## src/rtl/nr_fetch_pkg.sv

```systemverilog
// nr_fetch_pkg: shared types, field positions and widths for the fetch stage.
package nr_fetch_pkg;
  localparam int INSTR_W = 16;
  localparam int ADDR_W = 8;
  localparam int OP_HI = 15;
  localparam int OP_LO = 12;
  localparam int RA_HI = 11;
  localparam int RA_LO = 8;
  localparam int RB_HI = 7;
  localparam int RB_LO = 4;
  localparam int RC_HI = 3;
  localparam int RC_LO = 0;
  localparam logic [3:0] HALT_OP_DEF = 4'hF;
  typedef enum logic [2:0] {IDLE, REQ_HI, REQ_LO, HOLD, HALT} state_t;
endpackage

```

## src/rtl/nr_fetch_if.sv

```systemverilog
// nr_fetch_if: instruction-memory port plus the fetch-to-execute handshake.
interface nr_fetch_if;
  import nr_fetch_pkg::*;
  logic [ADDR_W-1:0] imem_addr;
  logic imem_rd;
  logic [7:0] imem_data;
  logic ins_valid;
  logic ins_ready;
  logic [3:0] opcode;
  logic [3:0] rf_adr0;
  logic [3:0] rf_adr1;
  logic [3:0] rf_adr2;
  logic [ADDR_W-1:0] ins_pc;
  logic halted;
  modport master (
    output imem_addr, imem_rd, ins_valid, opcode, rf_adr0, rf_adr1, rf_adr2, ins_pc, halted,
    input imem_data, ins_ready
  );
  modport slave (
    input imem_addr, imem_rd, ins_valid, opcode, rf_adr0, rf_adr1, rf_adr2, ins_pc, halted,
    output imem_data, ins_ready
  );
endinterface

```

## src/rtl/nr_instr_split.sv

```systemverilog
// nr_instr_split: splits a 16-bit instruction word into opcode and register addresses.
module nr_instr_split
  import nr_fetch_pkg::*;
(
  input  logic [INSTR_W-1:0] word,
  output logic [3:0]         opcode,
  output logic [3:0]         rf_adr0,
  output logic [3:0]         rf_adr1,
  output logic [3:0]         rf_adr2
);
  assign opcode  = word[OP_HI:OP_LO];
  assign rf_adr0 = word[RA_HI:RA_LO];
  assign rf_adr1 = word[RB_HI:RB_LO];
  assign rf_adr2 = word[RC_HI:RC_LO];
endmodule

```

## src/rtl/nr_fetch_unit.sv

```systemverilog
// nr_fetch_unit: two-byte instruction fetch FSM with PC, redirect and halt.
module nr_fetch_unit
  import nr_fetch_pkg::*;
#(
  parameter logic [ADDR_W-1:0] RESET_PC = 8'h00,
  parameter logic [3:0]        HALT_OP  = HALT_OP_DEF
) (
  input  logic              clk,
  input  logic              clr_n,
  input  logic              en,
  input  logic              redirect,
  input  logic [ADDR_W-1:0] redirect_pc,
  nr_fetch_if.master        bus
);
  state_t state, state_n;
  logic [ADDR_W-1:0] pc;
  logic [7:0] hi;
  logic [INSTR_W-1:0] word;
  always_ff @(posedge clk or negedge clr_n)
    if (!clr_n) state <= IDLE;
    else state <= state_n;
  // redirect overrides every state, including an accepting HOLD cycle
  always_comb begin
    state_n = state;
    case (state)
      IDLE:    state_n = en ? REQ_HI : IDLE;
      REQ_HI:  state_n = REQ_LO;
      REQ_LO:  state_n = HOLD;
      HOLD:    state_n = !bus.ins_ready ? HOLD : bus.opcode == HALT_OP ? HALT : en ? REQ_HI : IDLE;
      HALT:    state_n = HALT;
      default: state_n = IDLE;
    endcase
    if (redirect) state_n = en ? REQ_HI : IDLE;
  end
  always_comb begin
    bus.imem_rd   = state == REQ_HI || state == REQ_LO;
    bus.imem_addr = state == REQ_HI ? pc : state == REQ_LO ? pc + 8'd1 : '0;
    bus.ins_valid = state == HOLD;
    bus.halted    = state == HALT;
  end
  always_ff @(posedge clk or negedge clr_n)
    if (!clr_n) begin
      pc         <= RESET_PC;
      hi         <= '0;
      word       <= '0;
      bus.ins_pc <= '0;
    end else if (redirect) begin
      pc <= redirect_pc;
    end else begin
      hi <= state == REQ_HI ? bus.imem_data : hi;
      if (state == REQ_LO) begin
        word       <= {hi, bus.imem_data};
        bus.ins_pc <= pc;
      end
      pc <= state == HOLD && bus.ins_ready ? pc + 8'd2 : pc;
    end
  nr_instr_split u_split (
    .word    (word),
    .opcode  (bus.opcode),
    .rf_adr0 (bus.rf_adr0),
    .rf_adr1 (bus.rf_adr1),
    .rf_adr2 (bus.rf_adr2)
  );
endmodule

```

## src/flat_wrapper.sv

```systemverilog
// flat-port wrapper written by rule: the top's interface ports become plain ports
module nr_fetch_unit_flat import nr_fetch_pkg::*;
#(
  parameter logic [ADDR_W-1:0] RESET_PC = 8'h00,
  parameter logic [3:0]        HALT_OP  = HALT_OP_DEF
)
  (clk, clr_n, en, redirect, redirect_pc, bus_imem_addr, bus_imem_rd, bus_ins_valid, bus_opcode, bus_rf_adr0, bus_rf_adr1, bus_rf_adr2, bus_ins_pc, bus_halted, bus_imem_data, bus_ins_ready);
  nr_fetch_if bus_i ();
  input  logic clk;
  input  logic clr_n;
  input  logic en;
  input  logic redirect;
  input  logic [ADDR_W-1:0] redirect_pc;
  output wire logic [$bits(bus_i.imem_addr)-1:0] bus_imem_addr;
  output wire logic [$bits(bus_i.imem_rd)-1:0] bus_imem_rd;
  output wire logic [$bits(bus_i.ins_valid)-1:0] bus_ins_valid;
  output wire logic [$bits(bus_i.opcode)-1:0] bus_opcode;
  output wire logic [$bits(bus_i.rf_adr0)-1:0] bus_rf_adr0;
  output wire logic [$bits(bus_i.rf_adr1)-1:0] bus_rf_adr1;
  output wire logic [$bits(bus_i.rf_adr2)-1:0] bus_rf_adr2;
  output wire logic [$bits(bus_i.ins_pc)-1:0] bus_ins_pc;
  output wire logic [$bits(bus_i.halted)-1:0] bus_halted;
  input wire logic [$bits(bus_i.imem_data)-1:0] bus_imem_data;
  input wire logic [$bits(bus_i.ins_ready)-1:0] bus_ins_ready;
  assign bus_imem_addr = bus_i.imem_addr;
  assign bus_imem_rd = bus_i.imem_rd;
  assign bus_ins_valid = bus_i.ins_valid;
  assign bus_opcode = bus_i.opcode;
  assign bus_rf_adr0 = bus_i.rf_adr0;
  assign bus_rf_adr1 = bus_i.rf_adr1;
  assign bus_rf_adr2 = bus_i.rf_adr2;
  assign bus_ins_pc = bus_i.ins_pc;
  assign bus_halted = bus_i.halted;
  assign bus_i.imem_data = bus_imem_data;
  assign bus_i.ins_ready = bus_ins_ready;
  nr_fetch_unit #(.RESET_PC(RESET_PC), .HALT_OP(HALT_OP)) u_core (.clk(clk), .clr_n(clr_n), .en(en), .redirect(redirect), .redirect_pc(redirect_pc), .bus(bus_i));
endmodule
```

## config.mk

```make
export PLATFORM = sky130hd
export DESIGN_NAME = nr_fetch_unit_flat
export DESIGN_NICKNAME = d
export VERILOG_FILES = /design/src/rtl/nr_fetch_pkg.sv /design/src/rtl/nr_fetch_if.sv /design/src/rtl/nr_instr_split.sv /design/src/rtl/nr_fetch_unit.sv /design/src/flat_wrapper.sv
export SDC_FILE = /design/constraint.sdc
export NUM_CORES = 1
export LEC_CHECK = 0
export BUFFER_PORTS_ARGS = -buffer_cell sky130_fd_sc_hd__buf_2
export CORE_ASPECT_RATIO = 0.8
export CORE_MARGIN = 10
export CORE_UTILIZATION = 45
export DETAILED_ROUTE_END_ITERATION = 8
export PLACE_DENSITY = 0.7
export SYNTH_ARGS = -nofsm -noshare
export SYNTH_HDL_FRONTEND = slang
export SYNTH_SLANG_ARGS = --single-unit
```

## constraint.sdc

```tcl
create_clock -name clk -period 1.9 [get_ports clk]
set_input_delay 0.38 -clock clk [delete_from_list [all_inputs] [get_ports clk]]
set_output_delay 0.38 -clock clk [all_outputs]
set_load 0.02 [all_outputs]
```

* Word-level counts from Yosys, hierarchy flattened *
Cells that the tools add are included.

storage, ports and cells
  bits in registers = 43
  input bits = 21
  output and inout bits = 35
  word-level logic and storage cells = 28

cells by class
  $add $sub $neg = 2
  equality and inequality tests = 5
  muxes and demuxes = 9
  bitwise gates (word level) = 1
  reduce and logical (&&, ||, !) cells = 6

operators by type and width
  cell                   number
  $mux W8                4
  $pmux W3 S5            1
  $mux W3                3
  $add A8 B1 Y8 const B  1
  $add A8 B2 Y8 const B  1
  $eq A3 B2 Y1 const B   2
  $eq A4 B4 Y1 const B   1
  $reduce_and A2 Y1      2
  $eq A3 B1 Y1 const B   1
  $eq A3 B3 Y1 const B   1
  $logic_not A3 Y1       1
  $reduce_bool A2 Y1     1
  $logic_and A1 B1 Y1    1
  $logic_or A1 B1 Y1     1
  $mux W1                1
  $not A1 Y1             1

* Depth between registers and ports, before layout *
Gate-level depths: netlist (run 1).

  depth in word-level cells = 5
  gate-level depth with buffers = 5
  mapped depth without buffers = 4

* By module *
Synthesis (run 1) repeated with hierarchy kept, for this count alone.

unflattened totals
  cells, all modules = 194
  area total of the unflattened synthesis = 2223.4 um^2

by module, submodules not included
  module          instances  cells an instance  area each (um^2)  seq. area each (um^2)
  nr_fetch_unit   1          178                2103.3            1076.0
  nr_instr_split  1          16                 120.1             0.0

* Worst setup path before layout (run 1) *
OpenSTA, ideal clock, no wires.

  path type = reg-to-output
  from = register u_core.pc[0]
  to = output bus_imem_addr[6]
  arrival time = 1.606 ns
  data required time = 1.520 ns
  setup slack = -0.086 ns
  cell stages (with the launch flop) = 5
  buffers on the path = 0
  path through = dfrtp_1 -> ha_1 -> nand3_1 -> or4_1 -> a31oi_1

on the way
  cells in the longest elaborated chain, start to end = 3

RTL lines
  element                 RTL line             RTL
  from (decl)             nr_fetch_unit.sv:16  logic [ADDR_W-1:0] pc;
  from (signal assigned)  nr_fetch_unit.sv:48  pc <= redirect_pc;
  from (signal assigned)  nr_fetch_unit.sv:55  pc <= state == HOLD && bus.ins_ready ? pc + 8'd2 : pc;
  $add A8 B1 Y8           nr_fetch_unit.sv:37  bus.imem_addr = state == REQ_HI ? pc : state == REQ_LO ? pc + 8'd1 : '0;
  $mux W8 (2 in a row)    nr_fetch_unit.sv:37
  to (decl)               flat_wrapper.sv:14   output wire logic [$bits(bus_i.imem_addr)-1:0] bus_imem_addr;

Every way passes these cells.

* Worst setup path after layout (run 1) *
  from = register u_core.state[0]
  to = output bus_imem_addr[7]

on the way
  cells in the longest elaborated chain, start to end = 3
  elaborated cells on any way between the ends = 4
  those cells by class = eq/ne: 2; mux: 2

RTL lines
  element                 RTL line             RTL
  from (decl)             nr_fetch_unit.sv:15  state_t state, state_n;
  from (signal assigned)  nr_fetch_unit.sv:21  else state <= state_n;
  $eq A3 B2 Y1            nr_fetch_unit.sv:37
  $mux W8                 nr_fetch_unit.sv:37
  $mux W8 (*)             nr_fetch_unit.sv:37

Mark *: on every way between the ends. The rest lies on a longest branch, timed or not.

==> metrics, run 1 <==
Max-Cap Viols=0; clk_skew=7.390 ps; Nets=277; antenna viol nets, final=0; Chip Width=96.23 µm; syn_nets=199; Syn Inst Count=176; # setup viols final=7; WP buf/inv=1; status=finished, violations left; Syn Std Cell Area=2092 µm²; Area Growth Syn to Fin=37.62%; min cycle time layout=2216 ps; vias per cell=5.565; pwr/cell area=1192 nW/µm²; Fill cells=373; Vias=1753; Worst Hold Margin=19.18 ps; share of cells above drive strength 1=0.5569; First DRT Iteration DRCs=96; core box area=4542 µm²; Critical-path top delay cell=or4b_1; first-pass GRT wire length=8.314 mm; Post-synth ARST share=1.000; Final WS setup=-316.3 ps; Final Cycle Share=1.166; GPL Wtd Cong=0.8738; crit start category=register; CP cell instances=or4b_1 -> or3_1 -> nand3_2 -> buf_6; endpoint class of the critical path=primary output; Required @ worst endpoint=1520 ps; Root Buffer=clkbuf_8; I/O pin count=56; crit-path max FO=4; largest cells by area after synthesis=dfrtp_1 51%, mux2_2 18%, a31oi_1 1.8%; unrepaired setup endpoints after global routing=true; critical path arrival=1840 ps; area share of the largest cell type after synthesis=0.5144; Max Fclk=451.2 MHz; clock buffer count from CTS=5; Synth Flop Type=dfrtp_1; Int Pwr=2.206 mW; final number of hold-violating endpoints=0; Seq pwr share=0.404; port buffer count=55; Top Family by Delay on Critical Path=simple AND/OR/NAND/NOR gates; worst slack at placement=-3.381 ps; max-slew violations=0; Tightest Pin Transition=446.0 ps; most frequent cells in the layout=48 x buf_2, 41 x dfrtp_1, 33 x mux2_2; Sinks on Clock Net=43; Antenna Cells=0; H-Tree Depth=2; commonest non-fill, non-tap cell in the layout=buf_2; antenna violations before repair=0; Clock transition at path regs=90 ps; HP Class=in2async; DR pass1 iterations=4; max_slew headroom=0.7027; Die Y=80.99 µm; vias in the first global route=1684; Max VDD drop=0.8373 mV; Leakage=1.311 nW; Crit. path cell count=4; initial core utilization=0.4606; Yosys top cell by area=dfrtp_1; CTS tree=yes; Wirelength per Cell=17.48 µm; Comb power frac=0.384; std cell rows=22; Yosys cell types=46; switching share of power=0.3573; setup TNS=-1576 ps; failing checks=setup timing; largest net degree at the start of global routing=26; Ys Warns=0; gr ovfl total=0; number of synthesized flops with an enable pin=0; Post-route DRC=0; Clock Power Share=0.212; CP max stage delay=540 ps; sequential-to-total area share from yosys stat=0.5144; DIE AREA=7793 µm²; Register-to-Register Path Depth=7; #FFs+latches synth=43; sw power=1.226 mW; CTS Buffer Depth=2; WS Path Type=reg2out; final wirelength=5.507 mm; Mean Syn Cell Area=11.89 µm²; all-layer global routing usage=0.1352; worst skew pair latency=300 ps; post-DP HPWL=3.965 mm
-- logic make-up (layout without fill, tap and decap cells) --
| family | Yosys count | count (layout) | synth area share |
|---|---|---|---|
| and+or+nand+nor | 52 | 52 | 0.1561 |
| AOI/OAI and AO/OA | 29 | 29 | 0.09331 |
| xor gates and xnor gates | 1 | 1 | 0.004187 |
| muxes | 35 | 35 | 0.1872 |
| adders and majority gates | 2 | 2 | 0.01196 |
| buffers and inverters | 14 | 93 | 0.03289 |
| DFF | 43 | 43 | 0.5144 |
-- through the flow --
stage	utilization	instances	area (µm²)	total power, mW
6_report	0.6339	315	2879	3.432
5_1_grt	0.6339	315	2879	3.634
4_1_cts	0.6077	311	2760	3.400
3_5_place_dp	0.5658	301	2570	2.631
3_3_place_gp	0.5658	301	2570	2.604
2_1_floorplan	-	176	2107	2.138
-- Yosys cell counts, types with 2 or more instances --
cell	n
o31ai_1	3
inv_1	2
nor2_1	10
and2_1	2
mux2_2	33
nand3_1	5
dfrtp_1	43
nor3_1	2
nand4_1	3
nand2b_1	3
ha_1	2
o21ai_0	6
nor2b_1	2
mux2i_1	2
buf_2	7
nand2_1	8
a31oi_1	6
buf_4	2
or4_1	5
a211oi_1	2
a21oi_1	3
-- path summary, 6_finish.rpt --
kind	slack, ps	start	endpoint
min	20	clr_n	u_core.word[2]
min in group clk	310	redirect_pc[2]	u_core.pc[2]
max	-320	u_core.state[0]	bus_imem_addr[7]
min reg2reg	510	u_core.hi[5]	u_core.hi[5]
max in group asynchronous	1390	clr_n	u_core.pc[2]
max reg2reg	160	u_core.pc[1]	u_core.pc[7]
-- sequential cells by signal, indices dropped and copies added (netlist names) --
signal             count
u_core.word           16
u_core.bus.ins_pc      8
u_core.hi              8
u_core.pc              8
u_core.state           3
-- metal layers --
metal,GRT usage,up-vias,wire length (µm)
li1,-,811,-
met1,0.1776,864,2308
met2,0.2054,67,2703
met3,0.04516,11,407
met4,0.04412,0,89
met5,0,-,0
-- power by group through the flow --
stage	clock network (mW)	registers (mW)	logic, mW
floorplan	0	1.66	0.477
global placement	0	1.39	1.22
detailed placement	0	1.40	1.23
CTS	0.747	1.39	1.27
global route	0.789	1.43	1.41
finish	0.727	1.39	1.32
-- repair_timing --
| item | in CTS | in global routing |
|---|---|---|
| buffers inserted | 3 | 7 |
| endpoints found under the hold margin | 0 | 0 |
| gates resized for setup | 20 | 21 |
| endpoints found under the setup margin | 8 | 9 |
| hold buffers | 0 | 0 |
| pin swaps | 8 | 8 |
-- final cells by class --
type / instances / area [µm²] / area share
Timing Repair Buffer: 82 / 561.8 / 0.1951
Sequential cell: 43 / 1079 / 0.3746
Tap cell: 60 / 75.07 / 0.02608
Inverter: 3 / 11.26 / 0.003911
Clock buffer: 5 / 68.82 / 0.02390
Clock inverter: 3 / 46.29 / 0.01608
Multi-Input combinational cell: 119 / 1037 / 0.3603
Power figures use the tool's default switching activity.
==> run 2: changes to the inputs <==
ABC_AREA = 1   (was not set)
PLACE_DENSITY = 0.69   (was 0.7)
==> metrics, run 2 <==
post-layout instance count excluding filler cells=379; Leakage=1.436 nW; Clock transition at path regs=80 ps; # setup viols final=1; status=finished, violations left; Largest register FFs=16; hold_buf cts=0; Ys Warns=0; CP cell instances=ha_2 -> nand2_2 -> nor2_4 -> nand2_1 -> nand2_1 -> nand2_1 -> nand2_1 -> nand2_2 -> buf_6; R2R Setup Slk=430 ps; Design Area, Final=2739 µm²; clk_skew=3.902 ps; setup TNS=-2.204 ps; reg-to-reg startpoint=u_core.state[0]; critical path arrival=1520 ps; Max VDD drop=0.7213 mV; #FFs+latches synth=43; max_slew headroom=0.6348; pwr/cell area=1248 nW/µm²; Int Pwr=2.022 mW; Worst Hold Margin=73.51 ps; Register-to-Register Path Depth=7; Sinks on Clock Net=43; core box area=4950 µm²; Syn Inst Count=257; Area after DPL=2565 µm²; largest cells by area after synthesis=dfrtp_1 47%, nand2_1 14%, o21ai_2 9.2%; Top reg by flops=u_core.word; worst skew pair latency=280 ps; GPL Wtd Cong=0.8408; Chip Width=99.60 µm; most common cell in the synthesized netlist=nand2_1; CP max stage delay=420 ps; Final Cycle Share=1.001; min cycle time layout=1902 ps; First DRT Iteration DRCs=90; gr ovfl total=0; port buffer count=55; syn_nets=280; failing checks=setup timing; switching share of power=0.4084; Required @ worst endpoint=1520 ps; vias per cell=4.852; first-pass GRT wire length=9.011 mm; Final WS setup=-2.204 ps; Critical-path top delay cell=dfrtp_1; CTS Buffer Depth=2; vias in the first global route=1903; post-DP HPWL=3.942 mm; Max Fclk=525.7 MHz; antenna viol nets, final=0; Wirelength per Cell=13.66 µm; most frequent cells in the layout=81 x nand2_1, 53 x buf_2, 42 x dfrtp_1; Tightest Pin Transition=547.8 ps; Clock Power Share=0.169; sw power=1.396 mW; initial core utilization=0.4608; Yosys cell types=29; Area Growth Syn to Fin=20.08%; commonest non-fill, non-tap cell in the layout=nand2_1; Die Y=83.68 µm; max-slew violations=0; I/O pin count=56; HP Class=in2async; Root Buffer=clkbuf_8; area share of the largest cell type after synthesis=0.4717; antenna violations before repair=0; synth cell count leaders=84 x nand2_1, 43 x dfrtp_1, 24 x o21ai_2; final wirelength=5.178 mm; Synth Flop Type=dfrtp_1; Mean Syn Cell Area=8.875 µm²; Comb power frac=0.404; largest net degree at the start of global routing=41; Yosys top cell by area=dfrtp_1; DR pass1 iterations=4; final number of hold-violating endpoints=0; crit start category=register; std cell rows=23; capturing point of the worst reg2reg path=u_core.word[0]; Seq pwr share=0.426; Crit path top cell by count=nand2_1; Post-route DRC=0; WS Path Type=reg2out; share of cells above drive strength 1=0.3975; unrepaired setup endpoints after global routing=true; Antenna Cells=0; all-layer global routing usage=0.1277; clock buffer count from CTS=5; sequential-to-total area share from yosys stat=0.4717; Nets=340; number of synthesized flops with an enable pin=0; endpoint class of the critical path=primary output; Post-synth ARST share=1.000; Vias=1839; CTS tree=yes; Max-Cap Viols=0; Syn Std Cell Area=2281 µm²; crit-path max FO=3; H-Tree Depth=2; Placed Cells=368; DIE AREA=8335 µm²
==> run 2: cell count changes in the layout (fill, tap and decap cells not counted), sizes merged, moves of 5 or more <==
cell | before | now
nand2 | 8 | 95
buf | 82 | 62
nand3 | 5 | 24
inv | 3 | 26
mux2 | 33 | 0
or4 | 5 | 0
o21ai | 6 | 32
a31oi | 6 | 0
==> run 2: area by class of cell <==
class	instances	area, µm²
Clock buffer	6	82.58
Multi-Input combinational cell	178	1027
Timing Repair Buffer	62	336.6
Tap cell	62	77.57
Clock inverter	1	5.005
Inverter	27	132.6
Sequential cell	43	1077
Fill cell	493	2211
==> run 2: metal layers <==
metal	wire length, µm	vias to the layer above	part of all wire	track usage
met5	0	-	0	0
met4	21	0	0.0041	0.02341
met3	358	2	0.069	0.05381
met2	2283	35	0.44	0.1939
met1	2514	862	0.49	0.1656
li1	-	940	-	-
==> run 2: per-stage QoR <==
stage               total power [mW]  utilization  worst slack (ps)
CTS                            3.449       0.5495             1.292
global route                   3.667       0.5533            -120.5
global placement               2.807       0.5182             222.8
finish                         3.418       0.5533            -2.204
floorplan                      2.381            -             352.6
detailed placement             2.837       0.5182             133.9
==> run 2: cells by family (layout without fill, tap and decap cells) <==
logic type / count (synthesis) / in the layout / synth area share
simple gates: 134 / 134 / 0.2792
flops: 43 / 43 / 0.4717
compound gates: 40 / 40 / 0.1322
buf+inv: 36 / 96 / 0.09818
fa+ha+maj: 2 / 2 / 0.01097
xor+xnor: 2 / 2 / 0.007681
==> run 2: worst max-delay path, delay by kind of cell (launching register included) <==
kind | cells | cell delay, ps
adders and majority gates | 1 | 220
buffers and inverters | 1 | 130
DFF | 1 | 420
and+or+nand+nor | 7 | 460
==> run 2: power by group through the flow <==
stage / combinational [mW] / sequential, mW / clock [mW]
2_1_floorplan: 0.647 / 1.73 / 0
3_3_place_gp: 1.35 / 1.46 / 0
3_5_place_dp: 1.37 / 1.47 / 0
4_1_cts: 1.40 / 1.46 / 0.590
5_1_grt: 1.53 / 1.50 / 0.639
6_report: 1.38 / 1.46 / 0.579
==> run 2: what timing repair did <==
item / CTS / global route
setup endpoints to repair: 4 / 6
setup buffers: 4 / 0
resized for setup: 11 / 6
pin swaps: 4 / 2
==> run 2: how the worst max path moves through the flow <==
stage	start	cells past startpoint	slack, ps	end
global placement	u_core.pc[2]	6	220	bus_imem_addr[7]
CTS	u_core.pc[1]	9	1	bus_imem_addr[6]
finish	u_core.pc[1]	9	-2	bus_imem_addr[6]
detailed placement	u_core.pc[2]	6	130	bus_imem_addr[7]
floorplan	u_core.state[1]	3	350	bus_imem_addr[0]
global route	u_core.pc[1]	9	-120	bus_imem_addr[6]
==> run 3: changes to the inputs <==
SKIP_LAST_GASP = 1   (was not set)
==> metrics, run 3 (synthesized netlist as in run 2, its figures left out) <==
post-DP HPWL=3.942 mm; Area Growth Syn to Fin=19.97%; unrepaired setup endpoints after global routing=true; Final Cycle Share=0.9947; initial core utilization=0.4608; Nets=340; Max Fclk=529.1 MHz; Vias=1861; Crit path top cell by count=nand2_1; gr ovfl total=0; Leakage=1.436 nW; vias per cell=4.910; DIE AREA=8335 µm²; all-layer global routing usage=0.1277; clock buffer count from CTS=5; CTS tree=yes; final number of hold-violating endpoints=0; largest net degree at the start of global routing=41; CP cell instances=ha_2 -> nand2_2 -> nor2_4 -> nand2_1 -> nand2_1 -> nand2_1 -> nand2_1 -> nand2_2 -> buf_6; std cell rows=23; Area after DPL=2565 µm²; First DRT Iteration DRCs=87; max_slew headroom=0.6343; DR pass1 iterations=5; first-pass GRT wire length=9.011 mm; core box area=4950 µm²; port buffer count=55; endpoint class of the critical path=primary output; share of cells above drive strength 1=0.3943; Chip Width=99.60 µm; crit-path max FO=3; I/O pin count=56; vias in the first global route=1903; antenna violations before repair=0; HP Class=in2async; max-slew violations=0; Die Y=83.68 µm; final wirelength=5.179 mm; Max-Cap Viols=0; clk_skew=4.581 ps; pwr/cell area=1248 nW/µm²; Antenna Cells=0; antenna viol nets, final=0; Root Buffer=clkbuf_8; Required @ worst endpoint=1520 ps; Power, Total=3.416 mW; most frequent cells in the layout=82 x nand2_1, 53 x buf_2, 42 x dfrtp_1; commonest non-fill, non-tap cell in the layout=nand2_1; crit start category=register; Fill cells=492; WS Path Type=reg2out; Max VDD drop=0.7209 mV; setup TNS=0 ps; hold_buf cts=0; CTS Buffer Depth=2; # setup viols final=0; GPL Wtd Cong=0.8408; Wirelength per Cell=13.66 µm; Largest register FFs=16; Design Area, Final=2736 µm²; critical path arrival=1510 ps; Worst Hold Margin=74.61 ps; Tightest Pin Transition=548.6 ps; min cycle time layout=1890 ps; CP max stage delay=420 ps; Sinks on Clock Net=43; Clock transition at path regs=80 ps; worst skew pair latency=280 ps; Top reg by flops=u_core.word; Top Family by Delay on Critical Path=simple AND/OR/NAND/NOR gates; H-Tree Depth=2; Post-route DRC=0; status=finished clean; Critical-path top delay cell=dfrtp_1; WP buf/inv=1
run 3: final cells by class:
class	count	area [µm²]	area share
flip-flops and latches	43	1077	0.3937
clock inverters	1	5.005	0.001829
well taps	62	77.57	0.02835
repair buffers	62	336.6	0.1230
multi-input cells	178	1025	0.3745
inverters	27	132.6	0.04847
clock buffers	6	82.58	0.03018
run 3: worst paths after layout:
check	startpoint	endpoint	slack (ps)	cells past startpoint
min in group clk	redirect_pc[0]	u_core.pc[0]	300	3
hold reg to reg	u_core.word[10]	u_core.word[10]	470	2
setup / recovery	u_core.pc[1]	bus_imem_addr[6]	10	9
max in group asynchronous	clr_n	u_core.state[0]	1240	2
hold / removal	clr_n	u_core.word[7]	70	1
setup reg to reg	u_core.state[0]	u_core.word[0]	440	7
run 3: power breakdown:
part           switching (mW)  internal (mW)
Sequential              0.224           1.23
Clock                   0.294          0.285
Combinational           0.877          0.503
run 3: stage by stage:
| step | cells | util | worst slack, ps |
|---|---|---|---|
| 6_report | 379 | 0.5528 | 10.12 |
| 5_1_grt | 379 | 0.5528 | -108.1 |
| 4_1_cts | 379 | 0.5495 | 1.292 |
| 3_5_place_dp | 368 | 0.5182 | 133.9 |
| 3_3_place_gp | 368 | 0.5182 | 222.8 |
| 2_1_floorplan | 257 | - | 352.6 |
run 3: repair_timing:
item,CTS,global route
cloned,0,0
setup buffers,4,0
setup endpoints to repair,4,6
resized for setup,11,5
hold endpoints to repair,0,0
pin swaps,4,2
run 3: layer usage:
| metal | GRT usage | wire length (µm) |
|---|---|---|
| met1 | 0.1656 | 2462 |
| met2 | 0.1939 | 2304 |
| met3 | 0.05381 | 390 |
| met4 | 0.02341 | 21 |
| met5 | 0 | 0 |
